**src/rtl/score_event_gen.sv**
```systemverilog
// Turns level-style collision flags into single-cycle hit/bonus pulses for the
// score digit counter, queueing bursts and spacing pulses so the carry settles.
//
// state   | meaning
// IDLE    | waiting; bonus queue checked before hit queue
// ISSUE_B | bonus + enable high this cycle, one bonus popped
// ISSUE_H | hit + enable high this cycle, one hit popped
// GAP     | forced quiet time of GAP_CYCLES clocks after a pulse
module score_event_gen #(
  parameter int MAX_PENDING = 7,
  parameter int CNT_W       = 3,
  parameter int GAP_CYCLES  = 2
) (
  input  logic             clk,
  input  logic             resetN,
  input  logic             startOfFrame,
  input  logic             collisionHit,
  input  logic             collisionBonus,
  input  logic             gameOver,
  output logic             hit,
  output logic             bonus,
  output logic             enable,
  output logic [CNT_W-1:0] pendingHit,
  output logic [CNT_W-1:0] pendingBonus,
  output logic             busy
);

  typedef enum logic [1:0] {
    IDLE    = 2'd0,
    ISSUE_B = 2'd1,
    ISSUE_H = 2'd2,
    GAP     = 2'd3
  } state_t;

  localparam logic [CNT_W-1:0] MAX_CNT  = CNT_W'(MAX_PENDING);
  localparam logic [3:0]       GAP_LOAD = 4'(GAP_CYCLES);

  state_t     state;
  state_t     stateNext;
  logic [3:0] gapCnt;

  logic hitSeen;
  logic bonusSeen;
  logic prevHitSeen;
  logic prevBonusSeen;
  logic pushHit;
  logic pushBonus;
  logic popHit;
  logic popBonus;

  // Saturating queue update; a push at the limit is dropped rather than wrapping.
  function automatic logic [CNT_W-1:0] queueNext(
    input logic [CNT_W-1:0] cur,
    input logic             push,
    input logic             pop
  );
    logic [CNT_W-1:0] nxt;
    nxt = cur;
    if (push && !pop) begin
      if (cur < MAX_CNT) nxt = cur + 1'b1;
    end else if (pop && !push) begin
      if (cur != '0) nxt = cur - 1'b1;
    end
    return nxt;
  endfunction

  // A frame only produces an event when its collision was absent the frame before.
  assign pushHit   = startOfFrame & hitSeen & ~prevHitSeen;
  assign pushBonus = startOfFrame & bonusSeen & ~prevBonusSeen;
  assign popHit    = (state == ISSUE_H);
  assign popBonus  = (state == ISSUE_B);

  always_ff @(posedge clk or negedge resetN) begin
    if (!resetN) begin
      hitSeen       <= 1'b0;
      bonusSeen     <= 1'b0;
      prevHitSeen   <= 1'b0;
      prevBonusSeen <= 1'b0;
    end else if (gameOver) begin
      hitSeen       <= 1'b0;
      bonusSeen     <= 1'b0;
      prevHitSeen   <= 1'b0;
      prevBonusSeen <= 1'b0;
    end else if (startOfFrame) begin
      prevHitSeen   <= hitSeen;
      prevBonusSeen <= bonusSeen;
      hitSeen       <= collisionHit;
      bonusSeen     <= collisionBonus;
    end else begin
      hitSeen       <= hitSeen | collisionHit;
      bonusSeen     <= bonusSeen | collisionBonus;
    end
  end

  always_ff @(posedge clk or negedge resetN) begin
    if (!resetN) begin
      pendingHit   <= '0;
      pendingBonus <= '0;
    end else if (gameOver) begin
      pendingHit   <= '0;
      pendingBonus <= '0;
    end else begin
      pendingHit   <= queueNext(pendingHit, pushHit, popHit);
      pendingBonus <= queueNext(pendingBonus, pushBonus, popBonus);
    end
  end

  always_ff @(posedge clk or negedge resetN) begin
    if (!resetN) begin
      state <= IDLE;
    end else begin
      state <= stateNext;
    end
  end

  always_comb begin
    stateNext = state;
    case (state)
      IDLE: begin
        if (pendingBonus != '0)    stateNext = ISSUE_B;
        else if (pendingHit != '0) stateNext = ISSUE_H;
      end
      ISSUE_B: stateNext = GAP;
      ISSUE_H: stateNext = GAP;
      GAP: begin
        if (gapCnt <= 4'd1) stateNext = IDLE;
      end
      default: stateNext = IDLE;
    endcase
    if (gameOver) stateNext = IDLE;
  end

  always_ff @(posedge clk or negedge resetN) begin
    if (!resetN) begin
      gapCnt <= '0;
    end else if (gameOver) begin
      gapCnt <= '0;
    end else if (state == ISSUE_B || state == ISSUE_H) begin
      gapCnt <= GAP_LOAD;
    end else if (state == GAP && gapCnt != '0) begin
      gapCnt <= gapCnt - 4'd1;
    end
  end

  // Pulses decode the registered state, so they are glitch-free and one cycle wide.
  always_comb begin
    hit    = 1'b0;
    bonus  = 1'b0;
    enable = 1'b0;
    case (state)
      ISSUE_B: begin
        bonus  = 1'b1;
        enable = 1'b1;
      end
      ISSUE_H: begin
        hit    = 1'b1;
        enable = 1'b1;
      end
      default: begin
        hit    = 1'b0;
        bonus  = 1'b0;
        enable = 1'b0;
      end
    endcase
  end

  assign busy = (state != IDLE) || (pendingHit != '0) || (pendingBonus != '0);

endmodule

```
**config.mk**
```make
export PLATFORM = sky130hd
export DESIGN_NAME = score_event_gen
export DESIGN_NICKNAME = d
export VERILOG_FILES = /design/src/rtl/score_event_gen.sv
export SDC_FILE = /design/constraint.sdc
export NUM_CORES = 1
export LEC_CHECK = 0
export CAP_MARGIN = 10
export CORE_MARGIN = 2
export CORE_UTILIZATION = 53
export DETAILED_ROUTE_END_ITERATION = 7
export HOLD_SLACK_MARGIN = 0.08
export PLACE_DENSITY = 0.86
export SETUP_SLACK_MARGIN = 0.4
export SYNTH_ARGS = -nofsm -noshare
export SYNTH_HDL_FRONTEND = slang
export SYNTH_SLANG_ARGS = --single-unit
```
**constraint.sdc**
```tcl
create_clock -name clk -period 2.7 [get_ports clk]
set_input_delay 0.54 -clock clk [delete_from_list [all_inputs] [get_ports clk]]
set_output_delay 0.54 -clock clk [all_outputs]
set_load 0.01 [all_outputs]
```
; Word level (Yosys, flattened, before mapping)
; Index checks and enable logic that the tools add are counted.
; W data, S select, Z words.
[totals]
latch_bits = 0
mem_bits_rw = 0
elab_cells = 87
romBits = 0
register_bits = 16
n_memories = 0
input_bits = 6
[classes]
n_reduce_logical = 27
mul = 0
n_bitwise = 8
div_mod_pow = 0
mux = 29
shift = 0
addsub = 5
n_lt_le_gt_ge = 3
eq_ne = 7
[ops]
columns = operator, n
row1 = $mux W3, 10
row2 = $reduce_bool A3 Y1, 7
row3 = $mux W4, 3
row4 = $mux W1, 11
row5 = $mux W2, 4
row6 = $add A3 B1 Y3 const B, 2
row7 = $lt A3 B3 Y1 const B, 2
row8 = $ne A3 B2 Y1 const B, 2
row9 = $pmux W2 S3, 1
row10 = $reduce_and A3 Y1, 2
row11 = $sub A3 B1 Y3 const B, 2
row12 = $logic_and A1 B1 Y1, 5
row13 = $and A1 B1 Y1, 4
row14 = $eq A2 B2 Y1 const B, 2
row15 = $le A4 B1 Y1 const B, 1
row16 = $logic_not A1 Y1, 4
row17 = $ne A4 B4 Y1 const B, 1
row18 = $reduce_bool A2 Y1, 2
row19 = $reduce_bool A4 Y1, 1
row20 = $sub A4 B1 Y4 const B, 1
row21 = $logic_or A1 B1 Y1, 3
row22 = $ne A3 B3 Y1 const B, 1
row23 = $eq A2 B1 Y1 const B, 1
row24 = $logic_not A2 Y1, 1
row25 = other kinds (4), 6

; Logic depth before layout (Yosys ltp)
; Gate-level depths: netlist (run 1).
[logic_depth]
ltp_word = 7
ltp_mapped = 9
mapped_depth_nobuf = 8

; Least setup slack after synthesis (run 1)
; Ideal clock, no wire load.
[synth_timing]
kind = register -> register
start = register state[0]
end = register pendingHit[2]
required_ns = 2.580
setup_ns = 0.120
n_path_buf = 1
arrival_ns = 2.165
path_stages_with_launch = 9
slack_ns = 0.415
path_cell_list = dfrtp_1 inv_1 ha_1 buf_1 nor2_4 fa_1 and3_1 or3_1 and3_1
[synth_between]
elab_chain_len = 5
elab_cells_between_ends = 10
classes_between = eq/ne: 2 / mux: 2 / reduce/logical: 6
[synth_lines]
columns = element, line_no
row1 = "start, declared", 38  ; state_t state;
row2 = "start signal, assigned", 112  ; state <= stateNext;
row3 = $eq A2 B2 Y1 (*), 70  ; assign popHit = (state == ISSUE_H);
row4 = $logic_not A1 Y1, 59  ; if (push && !pop) begin
row5 = $logic_and A1 B1 Y1, 59
row6 = "$ne A3 B2 Y1 (no line), or another cell as far along", -
row7 = $reduce_and A3 Y1 (no line) or $mux W3 (tied branches), -
row8 = "end signal, assigned", 103  ; pendingHit <= queueNext(pendingHit, pushHit, popHit);
row9 = "end, declared", 23  ; output logic [CNT_W-1:0] pendingHit,
; Every way passes the cells marked *; elsewhere a longest branch is shown, timed or not.
; A chain may end at the register's enable or synchronous reset.

; Worst setup path in the final report (run 1)
[layout_timing]
start = register state[1]
end = output port busy
[layout_between]
elab_chain_len = 3
[layout_lines]
columns = element, line_no
row1 = $reduce_bool A2 Y1, 167  ; assign busy = (state != IDLE) || (pendingHit != '0) || (pendingBonus != '0);
row2 = $logic_or A1 B1 Y1 (2 in a row), 167
row3 = "end, declared", 25  ; output logic busy
; Every way passes these cells.

==> results of run 1 <==
critical path, cell delays in order (launching register included):
cell and delay (ps):
dfrtp_1 410, inv_2 130, ha_4 160, nor4b_4 260
and2_4 220, inv_1 40, clkdlybuf4s15_1 230
timing repair:
item / CTS / global route
pin swaps: 0 / 2
endpoints found under the setup margin: 4 / 4
buffers inserted: 2 / 1
gates resized for setup: 5 / 8
gates cloned: 0 / 0
metrics by stage:
stage	util	area (um^2)	cells	hold slack (ps)	setup slack [ps]
detailed placement	0.6601	1295	165	521.0	172.5
finish	0.7073	1388	171	540.2	430.4
CTS	0.6869	1348	170	543.1	368.1
global placement	0.6601	1295	165	496.4	249.0
global route	0.7073	1388	171	555.4	366.1
floorplan	-	1105	124	244.4	415.4
flip-flops by register name, indices dropped and copies added, names as in the netlist:
| register | flops |
|---|---|
| pendingHit | 3 |
| bonusSeen | 1 |
| state | 2 |
| prevHitSeen | 1 |
| hitSeen | 1 |
| gapCnt | 4 |
| pendingBonus | 3 |
| prevBonusSeen | 1 |
cell type report:
type	instances	area, um^2
clock buffers	3	22.52
well taps	27	33.78
inverters	11	41.29
multi-input cells	93	691.9
fillers	160	574.3
flip-flops and latches	16	400.4
repair buffers	21	197.7
worst paths after layout:
check | startpoint | end | slack, ps
worst max-delay path | state[1]$_DFFE_PN0P_ | busy | 430
worst min-delay path | prevHitSeen$_DFFE_PN0P_ | prevHitSeen$_DFFE_PN0P_ | 540
worst max register to register | state[0]$_DFFE_PN0P_ | pendingHit[2]$_DFFE_PN0P_ | 570
worst min register to register | prevHitSeen$_DFFE_PN0P_ | prevHitSeen$_DFFE_PN0P_ | 540
max in group asynchronous | resetN | pendingHit[0]$_DFFE_PN0P_ | 1570
min in group asynchronous | resetN | pendingBonus[0]$_DFFE_PN0P_ | 670
where the power goes:
group | internal, W | switching (W) | total (W)
Clock | 0.0000519 | 0.0000734 | 0.000125
Sequential | 0.000277 | 0.0000530 | 0.000330
Combinational | 0.000322 | 0.000307 | 0.000629
Total | 0.000651 | 0.000434 | 0.00108
per-layer routing:
| layer | share of wire | wire length (um) |
|---|---|---|
| met2 | 0.55 | 1426 |
| met5 | 0 | 0 |
| met3 | 0.024 | 63 |
| met4 | 0.019 | 50 |
| met1 | 0.41 | 1073 |
cells by family after synthesis:
kind of cell / count (synthesis) / share of synthesized area
buffers and inverters: 15 / 0.05209
xor gates and xnor gates: 5 / 0.03964
and+or+nand+nor: 49 / 0.2446
AOI/OAI and AO/OA: 28 / 0.1676
adders and majority gates: 9 / 0.1155
muxes: 2 / 0.01812
DFF: 16 / 0.3624
placed cells by master, fill, tap and decap left out, types with 4 or more instances in the layout:
cell type	n
o21ai_0	7
buf_4	6
ha_1	4
a21oi_1	6
clkdlybuf4s50_1	13
nor2_1	12
nand2_1	7
nor3_1	7
and3_1	6
dfrtp_1	16
inv_1	9
==> impl_metrics.tcl, run 1 <==
set metrics [dict create \
    outcome "finished, final reports clean" \
    fp.dieH_um 49.66 \
    drc_errors 0 \
    start_util 0.5631 \
    drtIter0Drc 24 \
    grt.busiest_layer "met2" \
    dpl.hpwl_mm 1.821 \
    ys_types 39 \
    synth_edf_count 0 \
    gp_congestion 0.8012 \
    synth.yosys.warnings 0 \
    synth-main-ff-cell "dfrtp_1" \
    slew_viol_final 0 \
    nets 161 \
    end_kind "primary output" \
    cts.clk_slew.worst_paths_ps 80 \
    fin_crit_ps 2270 \
    syn-cell-area_um2 1105 \
    synthTopCellsByArea "dfrtp_1, ha_1, nor2_1" \
    p_leak_nw 0.6134 \
    grt_util_met3 0.03030 \
    numCtsBuffers 3 \
    syn_inst 124 \
    yosysTopAreaCell "dfrtp_1" \
    power_w 0.001085 \
    row_count 16 \
    final_layout_size_suffix_gt1_frac 0.1389 \
    fmax_mhz 440.6 \
    routed_via_density 5.942 \
    synth_fp_nets 139 \
    cts_hold_buf 0 \
    fp.coreArea_um2 1962 \
    reg2regPathDepth 8 \
    grt_antenna_before_repair 0 \
    relSlewSlack 0.5178 \
    avgRoutedWirePerCell_um 15.29 \
    fin_setup_tns_ps 0 \
    worstPathMaxFanout 3 \
    grtUsageTotal 0.2346 \
    syn2layout_area_growth_pct 25.59 \
    clock_skew_ps 4.749 \
    ant_nets 0 \
    hold_path.class "reg -> reg" \
    io_buffers 15 \
    io-pin-count 16 \
    avgSynthCellArea_um2 8.910 \
    path_class "reg -> out" \
    startpoint_type "flip-flop" \
    cts_tree "yes" \
    met1_usage 0.2888 \
    gr-usage-met2 0.4111 \
    grt_pass1_wl_mm 4.491 \
    drt-total-wl_mm 2.614 \
    timing.max_cap.violations 0 \
    cts_htree_levels 1 \
    vias 1016 \
    antenna_cells 0 \
    rsz0062_at_grt "yes" \
    root_buffer "clkbuf_4" \
    worstPathArrival_ps 1730 \
    ir_drop_v 0.0005246 \
    synth_seq_area_share 0.3624 \
    yosysMostFrequentCell "dfrtp_1" \
    hold_violations 0 \
    clk_latency_ps 290 \
    required_ps 2160 \
    finalCritPeriodShare 0.8406 \
    max_slew.worst_pin.slew_ps 721.0 \
    die_x_um 49.66 \
    holdPathStages 2 \
    grt.overflow.total 0 \
    clock-sinks 16 \
    grt_pass1_vias 1008 \
    die_area_um2 2466 \
    drtPass1Iterations 4 \
    ys_ff_latch 16 \
    power.density_nw_per_um2 781.7 \
    clock_path_buffers 2 \
    synth_top_area_frac 0.3624 \
    grt_max_degree 17 \
    async_reset_ff_frac 1.000 \
    synthTopCellsByCount "dfrtp_1, nor2_1, inv_1" \
    setup_violations 0 \
]
Note: power is estimated with default switching activity, not from simulation.
==> run 2: changes to the inputs <==
- CORE_UTILIZATION: 53 -> 48
- PLACE_DENSITY: 0.86 -> 0.83
- clock period: 2.7 -> 1.85 ns (I/O delays scaled with it)
==> impl_metrics.tcl, run 2 (same netlist as run 1, synthesis figures left out) <==
set metrics [dict create \
    outcome "finished, violations left" \
    violations "negative setup slack" \
    vias 1291 \
    cts.clk_slew.worst_paths_ps 120 \
    drtIter0Drc 53 \
    drt-total-wl_mm 4.481 \
    path_class "reg -> reg" \
    fin_setup_tns_ps -553.0 \
    cts_hold_buf 0 \
    relSlewSlack 0.6563 \
    fin_util 0.8686 \
    dpl.hpwl_mm 2.013 \
    worstPathArrival_ps 2340 \
    setup_violations 3 \
    syn2layout_area_growth_pct 72.25 \
    drtPass1Iterations 6 \
    clock_skew_ps 10.67 \
    slew_viol_final 0 \
    power.density_nw_per_um2 1296 \
    rsz0062_at_grt "yes" \
    power_w 0.002466 \
    r2r_setup_slack_ps -290 \
    clock_path_buffers 2 \
    timing.rr.start "state[1]$_DFFE_PN0P_" \
    start_util 0.5043 \
    startpoint_type "flip-flop" \
    ir_drop_v 0.0009774 \
    final_layout_size_suffix_gt1_frac 0.5440 \
    ant_nets 0 \
    die_area_um2 2701 \
    fin_crit_ps 2138 \
    root_buffer "clkbuf_4" \
    clk_latency_ps 310 \
    hold_path.class "in -> async" \
    grt_max_degree 17 \
    io-pin-count 16 \
    grt_pass1_vias 1171 \
    gr-usage-met2 0.4726 \
    most-common-layout-cells "buf_4, buf_6, dfrtp_1, nor2_1" \
    row_count 17 \
    p_leak_nw 0.8600 \
    regMostFlops "gapCnt" \
    nets 198 \
    finalCritPeriodShare 1.155 \
    grt.busiest_layer "met2" \
    max_slew.worst_pin.slew_ps 514.0 \
    cts_htree_levels 1 \
    met1_usage 0.3577 \
    setup_ws_ps -287.5 \
    grt_antenna_before_repair 0 \
    worstPathMaxFanout 3 \
    fmax_mhz 467.8 \
    numCtsBuffers 3 \
    reg_top3 "gapCnt: 4 flops, pendingBonus: 3 flops, pendingHit: 3 flops" \
    grt_pass1_wl_mm 5.561 \
    fin_area_um2 1903 \
    gp_congestion 0.7740 \
    largest_register_ffs 4 \
    timing.max_cap.violations 0 \
    fp.dieH_um 51.98 \
    reg2regPathDepth 9 \
    hold_violations 0 \
    cts_tree "yes" \
    die_x_um 51.98 \
    grtUsageTotal 0.2817 \
    grt.overflow.total 0 \
    io_buffers 15 \
    end_kind "flip-flop" \
    grt_util_met3 0.02874 \
    critPathLaunch "state[1]$_DFFE_PN0P_" \
    fp.coreArea_um2 2191 \
    postPlaceCellArea_um2 1476 \
    antenna_cells 0 \
    avgRoutedWirePerCell_um 21.34 \
    routed_via_density 6.148 \
    preCtsSetupSlack_ps -325.2 \
    required_ps 2050 \
    clock-sinks 16 \
    worstSetupEndpoint "pendingHit[2]$_DFFE_PN0P_" \
    r2r_end "pendingHit[2]$_DFFE_PN0P_" \
    final_common_cell "buf_4" \
    drc_errors 0 \
]
run 2: cell types whose count changed in the layout (fill, tap and decap cells not counted), moves of 3 or more:
cell	change
o21ai_1	+3
clkbuf_2	+3
nor2_1	-3
ha_1	-4
ha_4	+4
o21ai_0	-4
buf_6	+19
clkdlybuf4s50_1	-9
inv_1	-3
buf_4	+22
nor2_2	+3
run 2: critical path, stage by stage (launching register included):
cell and delay, ps:
dfrtp_1 400, buf_4 120, buf_6 90, ha_4 160, nor2_4 40, fa_2 370, buf_4 160, nor4_1 340
o21ai_0 170, and3_1 190
run 2: worst min path at each step:
| stage | startpoint | end | slack [ps] | cells after the start |
|---|---|---|---|---|
| finish | resetN | state[0]$_DFFE_PN0P_ | 370 | 2 |
| CTS | resetN | state[0]$_DFFE_PN0P_ | 390 | 2 |
| global placement | prevBonusSeen$_DFFE_PN0P_ | prevBonusSeen$_DFFE_PN0P_ | 500 | 2 |
| detailed placement | prevHitSeen$_DFFE_PN0P_ | prevHitSeen$_DFFE_PN0P_ | 530 | 2 |
| global route | resetN | state[0]$_DFFE_PN0P_ | 410 | 2 |
| floorplan | resetN | bonusSeen$_DFF_PN0_ | 70 | 0 |
run 2: metal layers:
layer / share of wire / wire, um
met1: 0.41 / 1829
met2: 0.49 / 2218
met3: 0.050 / 226
met4: 0.046 / 206
met5: 0 / 0
run 2: through the flow:
stage	hold slack, ps	instances
finish	366.8	210
global route	413.1	210
CTS	391.0	197
detailed placement	532.6	186
global placement	504.6	186
floorplan	74.41	124
run 2: report_power, final:
part	internal (W)	switching [W]	total [W]
combinational	0.000946	0.000791	0.00174
sequential	0.000405	0.0000633	0.000468
clock	0.000120	0.000141	0.000261
total	0.00147	0.000995	0.00247
run 2: final cells by class:
class | count | area, um^2
Multi-Input combinational cell | 93 | 864.6
Timing Repair Buffer | 58 | 523.0
Sequential cell | 16 | 400.4
Fill cell | 112 | 287.8
Inverter | 11 | 43.79
Clock buffer | 4 | 36.28
Tap cell | 28 | 35.03
run 2: what timing repair did:
action                     in CTS  in global routing
pin swaps                      10                 17
resized for setup              67                 37
buffers inserted                7                 13
setup endpoints to repair      22                 21
